$ cat config.mk
export PLATFORM = sky130hd
export DESIGN_NAME = spi_move_sequencer
export DESIGN_NICKNAME = d
export VERILOG_FILES = /design/src/rtl/spi_move_sequencer_pkg.sv /design/src/rtl/spi_move_sequencer_fifo.sv /design/src/rtl/spi_move_sequencer.sv
export SDC_FILE = /design/constraint.sdc
export NUM_CORES = 1
export LEC_CHECK = 0
export BUFFER_PORTS_ARGS = -buffer_cell sky130_fd_sc_hd__buf_2
export CELL_PAD_IN_SITES_DETAIL_PLACEMENT = 0
export CELL_PAD_IN_SITES_GLOBAL_PLACEMENT = 2
export CORE_MARGIN = 2
export CORE_UTILIZATION = 39
export DETAILED_ROUTE_END_ITERATION = 10
export PLACE_DENSITY_LB_ADDON = 0.1
export REMOVE_ABC_BUFFERS = 1
export SLEW_MARGIN = 20
export SYNTH_ARGS = -nofsm -noshare
export SYNTH_HDL_FRONTEND = slang
export SYNTH_HIERARCHICAL = 1
export SYNTH_SLANG_ARGS = --single-unit
$ cat constraint.sdc
create_clock -name clk -period 10 [get_ports clk]
set_input_delay 0.5 -clock clk [delete_from_list [all_inputs] [get_ports clk]]
set_output_delay 0.5 -clock clk [all_outputs]
set_load 0.02 [all_outputs]
$ cat src/rtl/spi_move_sequencer_pkg.sv
// Shared constants for the SPI move sequencer: register indices, CTRL and
// status bit positions, and the sequencing FSM state encoding.
package spi_move_sequencer_pkg;

    localparam logic [6:0] IDX_CTRL  = 7'h00;
    localparam logic [6:0] IDX_SPEED = 7'h01;
    localparam logic [6:0] IDX_MOVE  = 7'h02;

    localparam int CTRL_ENABLE  = 0;
    localparam int CTRL_ABORT   = 1;
    localparam int CTRL_FLUSH   = 2;
    localparam int CTRL_CLR_OVF = 3;

    localparam int STAT_ENABLE    = 0;
    localparam int STAT_BUSY      = 1;
    localparam int STAT_COUNT_LSB = 2;
    localparam int STAT_FULL      = 7;
    localparam int STAT_OVERFLOW  = 8;
    localparam int STAT_READY     = 9;

    typedef enum logic [1:0] {
        IDLE  = 2'd0,
        LOAD  = 2'd1,
        ISSUE = 2'd2,
        RUN   = 2'd3
    } state_t;

endpackage

$ cat src/rtl/spi_move_sequencer_fifo.sv
// Move-command FIFO: synchronous, first-word-fall-through, power-of-two depth.
// A push while full is accepted only when a pop frees a slot in the same cycle.
module move_fifo #(
    parameter int WIDTH = 25,
    parameter int DEPTH = 4,
    localparam int AW = $clog2(DEPTH)
) (
    input  logic             clk,
    input  logic             i_Rst,
    input  logic             push,
    input  logic             pop,
    input  logic             flush,
    input  logic [WIDTH-1:0] wr_data,
    output logic [WIDTH-1:0] rd_data,
    output logic             full,
    output logic             empty,
    output logic [AW:0]      count
);

    logic [WIDTH-1:0] mem [DEPTH];
    logic [AW-1:0]    rd_ptr;
    logic [AW-1:0]    wr_ptr;
    logic             do_push;
    logic             do_pop;

    assign empty   = (count == '0);
    assign full    = (count == (AW+1)'(DEPTH));
    assign do_pop  = pop && !empty;
    assign do_push = push && (!full || do_pop);
    assign rd_data = mem[rd_ptr];

    always_ff @(posedge clk) begin
        if (i_Rst || flush) begin
            rd_ptr <= '0;
            wr_ptr <= '0;
            count  <= '0;
        end else begin
            if (do_push) wr_ptr <= wr_ptr + AW'(1);
            if (do_pop)  rd_ptr <= rd_ptr + AW'(1);
            count <= count + (AW+1)'(do_push) - (AW+1)'(do_pop);
        end
    end

    always_ff @(posedge clk) begin
        if (do_push && !flush) mem[wr_ptr] <= wr_data;
    end

endmodule

$ cat src/rtl/spi_move_sequencer.sv
// Decodes SPI write frames into config registers and a move queue, then
// sequences queued moves into the stepper core over valid/ready.
module spi_move_sequencer #(
    parameter int FIFO_DEPTH = 4,
    parameter int STEPS_W    = 24,
    parameter int PERIOD_W   = 16
) (
    input  logic                clk,
    input  logic                i_Rst,
    input  logic                spi_rx,
    input  logic [7:0]          spi_address_bits,
    input  logic [31:0]         spi_data_bits,
    output logic [31:0]         spi_reg_0,
    output logic [31:0]         spi_reg_1,
    output logic [31:0]         spi_reg_2,
    output logic [31:0]         spi_reg_3,
    output logic                motor_enable,
    output logic [PERIOD_W-1:0] step_period,
    output logic                move_valid,
    input  logic                move_ready,
    output logic [STEPS_W-1:0]  move_steps,
    output logic                move_dir,
    input  logic                move_done,
    output logic                move_abort
);
    import spi_move_sequencer_pkg::*;

    localparam int CW = $clog2(FIFO_DEPTH);

    state_t               state;
    state_t               state_next;
    logic                 spi_rx_q;
    logic                 wr;
    logic                 wr_ctrl;
    logic                 wr_speed;
    logic                 wr_move;
    logic                 abort;
    logic                 flush;
    logic                 clr_ovf;
    logic                 push;
    logic                 pop;
    logic                 busy;
    logic                 enable;
    logic                 overflow;
    logic [PERIOD_W-1:0]  period;
    logic [31:0]          done_cnt;
    logic [STEPS_W:0]     cur_move;
    logic [STEPS_W:0]     fifo_head;
    logic                 fifo_full;
    logic                 fifo_empty;
    logic [CW:0]          fifo_count;
    logic [31:0]          status_word;
    logic [31:0]          move_word;
    logic                 unused_data;

    // Only the rising edge of the frame-complete level counts as a write.
    assign wr       = spi_rx && !spi_rx_q && spi_address_bits[7];
    assign wr_ctrl  = wr && (spi_address_bits[6:0] == IDX_CTRL);
    assign wr_speed = wr && (spi_address_bits[6:0] == IDX_SPEED);
    assign wr_move  = wr && (spi_address_bits[6:0] == IDX_MOVE);
    assign abort    = wr_ctrl && spi_data_bits[CTRL_ABORT];
    assign flush    = wr_ctrl && spi_data_bits[CTRL_FLUSH];
    assign clr_ovf  = wr_ctrl && spi_data_bits[CTRL_CLR_OVF];
    assign push     = wr_move && (spi_data_bits[STEPS_W-1:0] != '0);
    assign pop      = (state == IDLE) && enable && !fifo_empty && !flush;

    assign motor_enable = enable;
    assign step_period  = period;
    assign unused_data  = ^spi_data_bits;

    move_fifo #(
        .WIDTH (STEPS_W + 1),
        .DEPTH (FIFO_DEPTH)
    ) u_fifo (
        .clk     (clk),
        .i_Rst   (i_Rst),
        .push    (push),
        .pop     (pop),
        .flush   (flush),
        .wr_data ({spi_data_bits[31], spi_data_bits[STEPS_W-1:0]}),
        .rd_data (fifo_head),
        .full    (fifo_full),
        .empty   (fifo_empty),
        .count   (fifo_count)
    );

    always_ff @(posedge clk) begin
        if (i_Rst) state <= IDLE;
        else       state <= state_next;
    end

    always_comb begin
        state_next = state;
        case (state)
            IDLE:    if (pop) state_next = LOAD;
            LOAD:    state_next = abort ? IDLE : ISSUE;
            ISSUE:   if (abort) state_next = IDLE;
                     else if (move_ready) state_next = RUN;
            RUN:     if (abort || move_done) state_next = IDLE;
            default: state_next = IDLE;
        endcase
    end

    always_comb begin
        busy       = (state != IDLE);
        move_valid = (state == ISSUE);
        move_steps = busy ? cur_move[STEPS_W-1:0] : '0;
        move_dir   = busy ? cur_move[STEPS_W] : 1'b0;

        status_word                          = '0;
        status_word[STAT_ENABLE]             = enable;
        status_word[STAT_BUSY]               = busy;
        status_word[STAT_COUNT_LSB +: 5]     = 5'(fifo_count);
        status_word[STAT_FULL]               = fifo_full;
        status_word[STAT_OVERFLOW]           = overflow;
        status_word[STAT_READY]              = move_ready;

        move_word                = '0;
        move_word[31]            = move_dir;
        move_word[STEPS_W-1:0]   = move_steps;
    end

    // Overflow is sticky: only a push that cannot find a slot sets it.
    always_ff @(posedge clk) begin
        if (i_Rst) begin
            spi_rx_q   <= 1'b0;
            enable     <= 1'b0;
            overflow   <= 1'b0;
            period     <= PERIOD_W'(1);
            done_cnt   <= '0;
            cur_move   <= '0;
            move_abort <= 1'b0;
        end else begin
            spi_rx_q   <= spi_rx;
            move_abort <= abort;
            if (wr_ctrl) enable <= spi_data_bits[CTRL_ENABLE];
            if (clr_ovf) overflow <= 1'b0;
            else if (push && fifo_full && !pop) overflow <= 1'b1;
            if (wr_speed)
                period <= (spi_data_bits[PERIOD_W-1:0] == '0) ? PERIOD_W'(1)
                                                              : spi_data_bits[PERIOD_W-1:0];
            if (pop) cur_move <= fifo_head;
            if ((state == RUN) && move_done && !abort) done_cnt <= done_cnt + 32'd1;
        end
    end

    always_ff @(posedge clk) begin
        if (i_Rst) begin
            spi_reg_0 <= '0;
            spi_reg_1 <= 32'd1;
            spi_reg_2 <= '0;
            spi_reg_3 <= '0;
        end else begin
            spi_reg_0 <= status_word;
            spi_reg_1 <= 32'(period);
            spi_reg_2 <= done_cnt;
            spi_reg_3 <= move_word;
        end
    end

endmodule
==> qor.csv, run 1 <==
stage;metric;value;unit
drt;drt_wl_total;22.88;mm
drt;drc;0;
critical_path;endpoint_kind;flop;
drt;met3_length;1.319;mm
logic_synthesis;synth.avg_cell_area;12.95;um2
timing;finClkSkew;0.01384;ns
critical_path;r2r_slack;6.42;ns
critical_path;startpoint_type;flop;
clock_tree;cts_root_buf;clkbuf_16;
critical_path;rr_startpoint;state[1]$_SDFFE_PP0P_;
power;power;2271;uW
logic_synthesis;netlist_area;10440;um2
timing;hold_violations;0;
clock_tree;cts_buffers;29;
logic_synthesis;async_flop_share;0;%
clock_tree;cts-hold-fix-buffers;0;
global_route;grt_max_degree;85;
worst_hold_path;hold_end;u_fifo/mem[2][24]$_DFFE_PP_;
flow_run;drv_cap;0;
timing;fin_crit;3.579;ns
clock_tree;clock_sinks;269;
drt;wl_per_cell;17.26;um
die;dieArea;28090;um2
timing;tightest_slew;1.045;ns
logic_synthesis;ys.flop_type;dfxtp_1;
timing;post-route-period-util;35.79;%
timing;fin_tns_setup;0;ns
global_route;antenna_found_initial;2;
outcome;outcome;finished clean;
layout;layout_common_cells;dfxtp_1 (168), buf_2 (161), edfxtp_1 (100), nor2b_1 (82), nand2b_1 (50);
drt;dr_wl_met2;10.68;mm
worst_hold_path;min_from;spi_data_bits[31];
global_route;grt_pass1_vias;6461;
drt;firstDrtPassIters;4;
global_route;grt_pass1_wl;35.62;mm
drt;top_layer_used;met5;
layout;final_common_cell;dfxtp_1;
die;die_width;167.6;um
die;coreArea;26210;um2
clock_tree;cts_resized;0;
layout;drive_gt1_share;29.09;%
layout;nets;1019;
placement;pre_cts_ws;6.232;ns
clock_tree;cts_tree;built;
logic_synthesis;yosys_warnings;6;
drt;antenna_left;0;
power;powerDensity;183.1;nW/um2
drt;vias;6384;
power;leakage;0.004911;uW
worst_hold_path;hold_path_depth;1;
timing;fmax;0.2794;GHz
critical_path;crit_arrival;3.81;ns
placement;numPortBuffers;162;
placement;place_area;11440;um2
layout;syn_to_final_growth;18.82;%
clock_tree;cts.path.max_buffers;3;
drt;drt-initial-drc-count;336;
logic_synthesis;seq_area_frac_synth;61.17;%
timing;maxSlewHeadroom;30.05;%
logic_synthesis;syn_inst;806;
timing;rsz0062_at_grt;no;
timing;final.setup.worst_slack;6.421;ns
logic_synthesis;ys_ff_latch;269;
critical_path;cp_max_fo;29;
worst_hold_path;min_path_type;in2reg;
clock_tree;path_clk_slew;0.06;ns
layout;finish.instance_area;12400;um2
logic_synthesis;ys_types;57;
placement;dp_hpwl;14.84;mm
die;chipHeight;167.6;um
critical_path;r2r_end;u_fifo/mem[3][13]$_DFFE_PP_;
logic_synthesis;synth_edf_count;100;
critical_path;required;10.23;ns
clock_tree;post_cts_buffers;0;
global_route;grtUsageTotal;16.02;%
placement;gp_congestion;0.7551;
clock_tree;h-tree-depth;1;
timing;maxSlewViolCount;0;
clock_tree;clock_latency;0.54;ns
critical_path;reg2reg_depth;9;
drt;avgViaCountPerCell;4.814;
global_route;overflow;0;
die;fp-row-count;59;
power;peakVddDrop;0.1035;mV
drt;wl_met1;10.43;mm
critical_path;path_class;reg2reg;
die;ios;217;
die;initial_core_util;39.84;%
timing;fin_hold_ws;0.1899;ns
timing;setup_viol;0;
==> synthesized netlist by cell type (14+ instances only) <==
cell type  number  share of area (%)
nor2b_1        82                4.9
and2_1         29                1.7
nor4_1         16               0.96
nand2b_1       50                3.0
edfxtp_1      100                 29
nor2_1         38                1.4
clkbuf_1       22               0.79
mux4_2         25                5.4
dfxtp_1       169                 32
mux2_2         24                2.6
nand2_1        14               0.50
nand3_1        17               0.81
mux2i_1        33                3.2
buf_4          53                3.8
==> where the power goes <==
group          internal (uW)  switching, uW
sequential              1140           1.58
clock                    633            433
combinational           15.2           52.4
==> registers in the layout (all words and copies together) (netlist names), named ones only <==
| name | count |
|---|---|
| u_fifo/rd_ptr | 2 |
| spi_rx_q | 1 |
| cur_move | 25 |
| spi_reg_3 | 25 |
| u_fifo/wr_ptr | 2 |
| overflow | 1 |
| step_period | 16 |
| u_fifo/mem | 100 |
| move_abort | 1 |
| state | 2 |
| spi_reg_1 | 16 |
| spi_reg_2 | 32 |
| spi_reg_0 | 8 |
| u_fifo/count | 3 |
| motor_enable | 1 |
| done_cnt | 32 |
==> critical path, cell delays in order, from the launching register on <==
cell      delay, ns
dfxtp_1        0.37
nor2_2         0.12
buf_4          0.34
nand3b_1       0.22
a31oi_4        0.18
buf_4          0.51
or4b_4         0.27
nand2_4        0.12
nor3b_4        0.77
buf_4          0.38
==> layer usage <==
| metal | vias to the layer above | GRT usage [%] |
|---|---|---|
| li1 | 3098 | - |
| met1 | 3055 | 21.55 |
| met2 | 193 | 26.83 |
| met3 | 36 | 3.143 |
| met4 | 2 | 3.819 |
| met5 | - | 0 |
==> layout make-up <==
| class | count | area (um2) |
|---|---|---|
| antenna | 1 | 2.502 |
| tap | 335 | 419.2 |
| clock buffer | 37 | 785.8 |
| clock inverter | 17 | 175.2 |
| timing repair buffer | 172 | 888.4 |
| multi-input combinational | 488 | 3720 |
| sequential | 269 | 6387 |
| fill | 2366 | 13800 |
| inverter | 7 | 26.28 |
==> cells by family after synthesis <==
group | after synthesis | synth area share, %
simple gates | 311 | 18.20
flops | 269 | 61.17
mux | 83 | 11.25
buf+inv | 95 | 5.573
fa+ha+maj | 7 | 0.9108
other cells | 1 | 0.03592
xor+xnor | 4 | 0.3356
compound gates | 36 | 2.517
==> per-stage QoR <==
step                      util [%]  instances
after CTS                    47.30       1325
after global routing         47.33       1326
after detailed placement     43.64       1271
after floorplan                  -        764
after global placement       43.54       1271
final                        47.33       1326
==> worst max path at each step <==
stage                          start                          end  slack [ns]  cells after the start
4_1_cts        state[1]$_SDFFE_PP0P_  u_fifo/mem[3][13]$_DFFE_PP_        6.34                      9
2_1_floorplan  state[1]$_SDFFE_PP0P_   u_fifo/mem[1][0]$_DFFE_PP_        3.68                      6
6_report       state[1]$_SDFFE_PP0P_  u_fifo/mem[3][13]$_DFFE_PP_        6.42                      9
5_1_grt        state[1]$_SDFFE_PP0P_   u_fifo/mem[1][4]$_DFFE_PP_        6.12                      9
3_3_place_gp                  spi_rx  u_fifo/mem[1][11]$_DFFE_PP_        6.00                      9
3_5_place_dp                  spi_rx  u_fifo/mem[3][13]$_DFFE_PP_        6.23                      9
Power figures use the tool's default switching activity.
==> inputs of run 2 (changes only) <==
--- a/config.mk
+++ b/config.mk
@@ -9,7 +9,7 @@
 export CELL_PAD_IN_SITES_DETAIL_PLACEMENT = 0
 export CELL_PAD_IN_SITES_GLOBAL_PLACEMENT = 2
 export CORE_MARGIN = 2
-export CORE_UTILIZATION = 39
+export CORE_UTILIZATION = 33
 export DETAILED_ROUTE_END_ITERATION = 10
 export PLACE_DENSITY_LB_ADDON = 0.1
 export REMOVE_ABC_BUFFERS = 1
==> constraint.sdc (replaced) <==
create_clock -name clk -period 3.2 [get_ports clk]
set_input_delay 0.16 -clock clk [delete_from_list [all_inputs] [get_ports clk]]
set_output_delay 0.16 -clock clk [all_outputs]
set_load 0.02 [all_outputs]
==> run 2 against run 1 <==
  * Cell count rose by 7.9%
  * Sequential cell count did not move
  * Critical path depth fell by 3
  * Via count rose by 2.6%
  * First-iteration DRC count fell by 17%
  * Core utilization fell by 6.2 points
  * Register-to-register slack got worse by 6.1 ns
  * Sequential power rose to 3.1 times the previous value
  * Largest power group is now clock
  * Highest routed layer is now met4
==> qor.csv, run 2 (synthesis gave the netlist of run 1 again) <==
stage;metric;value;unit;change
critical_path;path_class;reg2reg;;
drt;wl_per_cell;16.80;um;-2.7%
drt;drt_wl_total;24.03;mm;+5.0%
layout;utilization;41.18;%;-6.2 points
clock_tree;path_clk_slew;0.06;ns;about the same
critical_path;cp_max_fo;16;;-45%
clock_tree;cts.path.max_buffers;3;;unchanged
drt;firstDrtPassIters;4;;unchanged
die;initial_core_util;33.26;%;-6.6 points
power;p_switching;1573;uW;+220%
global_route;antenna_found_initial;0;;-2
global_route;grt_max_degree;73;;-14%
timing;post-route-period-util;90.37;%;+55 points
layout;reg_top3;u_fifo/mem: 100 flops, done_cnt: 32 flops, spi_reg_2: 32 flops;;
layout;nets;1057;;+3.7%
power;swShare;21.18;%;-0.25 points
clock_tree;cts_buffers;30;;+3.4%
critical_path;endpoint_kind;flop;;
worst_hold_path;min_path_type;in2reg;;
drt;antenna_left;0;;unchanged
timing;fmax;0.3458;GHz;+24%
timing;tightest_slew;0.9748;ns;-0.06988 ns
timing;maxSlewViolCount;0;;unchanged
flow_run;drv_cap;0;;unchanged
placement;place_area;11590;um2;+1.3%
layout;layout_common_cells;dfxtp_1 (168), buf_2 (161), edfxtp_1 (100), nor2b_1 (82), nand2b_1 (50);;
power;powerDensity;574.5;nW/um2;+210%
placement;dp_hpwl;15.71;mm;+5.8%
power;pwr-share-clk;48.8;%;+1.9 points
global_route;overflow;0;;unchanged
global_route;grt_pass1_wl;37.47;mm;+5.2%
power;power;7426;uW;+230%
critical_path;required;3.41;ns;-6.82 ns
layout;top_register;u_fifo/mem;;
die;coreArea;31390;um2;+20%
clock_tree;h-tree-depth;1;;unchanged
clock_tree;cts_root_buf;clkbuf_16;;
placement;numPlacedInstances;1348;;+6.1%
die;die_width;181.9;um;+8.5%
outcome;outcome;finished clean;;
layout;drive_gt1_share;29.35;%;+0.26 points
timing;finClkSkew;0.01716;ns;+0.003321 ns
drt;avgViaCountPerCell;4.577;;-4.9%
power;p_seq_share;47.9;%;-2.2 points
timing;fin_tns_setup;0;ns;unchanged
placement;numPortBuffers;162;;unchanged
layout;final_common_cell;dfxtp_1;;
placement;gp_congestion;0.7384;;-2.2%
drt;drc;0;;unchanged
die;chipHeight;181.9;um;+8.5%
drt;wl_met1;11.54;mm;+11%
power;internal_power;5853;uW;+230%
die;ios;217;;unchanged
power;peakVddDrop;0.3578;mV;+250%
timing;setup_viol;0;;unchanged
drt;top_layer_used;met4;;
timing;maxSlewHeadroom;34.73;%;+4.7 points
drt;vias;6550;;+2.6%
clock_tree;post_cts_buffers;0;;unchanged
layout;diodes;0;;-1
layout;largest_reg_flops;100;;unchanged
timing;rsz0062_at_grt;no;;
die;fp-row-count;65;;+10%
clock_tree;clock_latency;0.55;ns;about the same
die;dieArea;33070;um2;+18%
layout;syn_to_final_growth;23.81;%;
critical_path;crit_arrival;3.10;ns;-0.71 ns
timing;fin_crit;2.892;ns;-0.6869 ns
timing;hold_violations;0;;unchanged
power;leakage;0.005135;uW;+4.6%
clock_tree;cts_tree;built;;
power;p_comb_share;3.3;%;+0.3 points
drt;drt-initial-drc-count;279;;-17%
clock_tree;clock_sinks;269;;unchanged
drt;met3_length;1.255;mm;-4.9%
drt;dr_wl_met2;10.90;mm;+2.1%
layout;fillers;3032;;+28%
global_route;grt_pass1_vias;6384;;-1.2%
global_route;grtUsageTotal;14.38;%;-1.6 points
layout;final_cells;1431;;+7.9%
layout;finish.instance_area;12930;um2;+4.2%
critical_path;startpoint_type;flop;;
==> run 2: cell count changes in the layout (fill, tap and decap cells not counted), sizes merged <==
cell,before,now
buf,172,182
clkbuf,37,40
clkinvlp,2,1
bufinv,3,4
dlygate4sd3,0,27
diode,1,0
inv,8,7
==> run 2: worst max-delay path: stages, from the launching register on <==
cell and delay [ns]:
dfxtp_1 0.29, and4bb_1 0.35, and2_1 0.28, o211a_1 0.26, nand2_4 0.14, nor3b_2 0.81, buf_4 0.42
==> run 2: power groups by stage <==
stage,combinational (uW),clock (uW),sequential (uW)
after global routing,274,3890,3550
after detailed placement,229,0,3630
after floorplan,97.7,0,3630
final,248,3620,3560
after CTS,255,3740,3550
after global placement,227,0,3630
==> run 2: worst paths after layout <==
path	depth (start not counted)	endpoint	start	slack, ns
max	6	u_fifo/mem[2][22]$_DFFE_PP_	spi_rx_q$_SDFF_PP0_	0.31
min	4	state[0]$_SDFFE_PP0P_	move_done	0.04
max reg2reg	6	u_fifo/mem[2][22]$_DFFE_PP_	spi_rx_q$_SDFF_PP0_	0.31
min reg2reg	1	spi_reg_3[20]$_SDFF_PP0_	cur_move[20]$_SDFFE_PP0P_	0.47
==> run 2: timing repair <==
item	CTS	global route
gates resized for setup	0	1
endpoints found under the setup margin	0	1
hold endpoints to repair	116	0
hold buffers	27	0
==> run 2: per-stage QoR <==
step,hold slack [ns],setup slack [ns]
5_1_grt,0.03586,0.1570
2_1_floorplan,0.2291,-3.123
3_3_place_gp,0.3874,0.1925
6_report,0.03968,0.3081
4_1_cts,0.008640,0.2163
3_5_place_dp,0.3944,0.2244
==> run 2: final cells by class <==
type	instances	area [um2]	share of cell area, %
Clock buffer	40	870.8	6.737
Clock inverter	16	193.9	1.500
Inverter	7	26.28	0.2033
Multi-Input combinational cell	488	3707	28.68
Sequential cell	269	6387	49.41
Tap cell	402	503.0	3.891
Timing Repair Buffer	209	1237	9.573
==> run 2: routing by layer <==
metal | track usage (%) | up-vias
li1 | - | 3175
met1 | 20.56 | 3166
met2 | 23.07 | 182
met3 | 2.627 | 27
met4 | 2.645 | 0
met5 | 0 | -
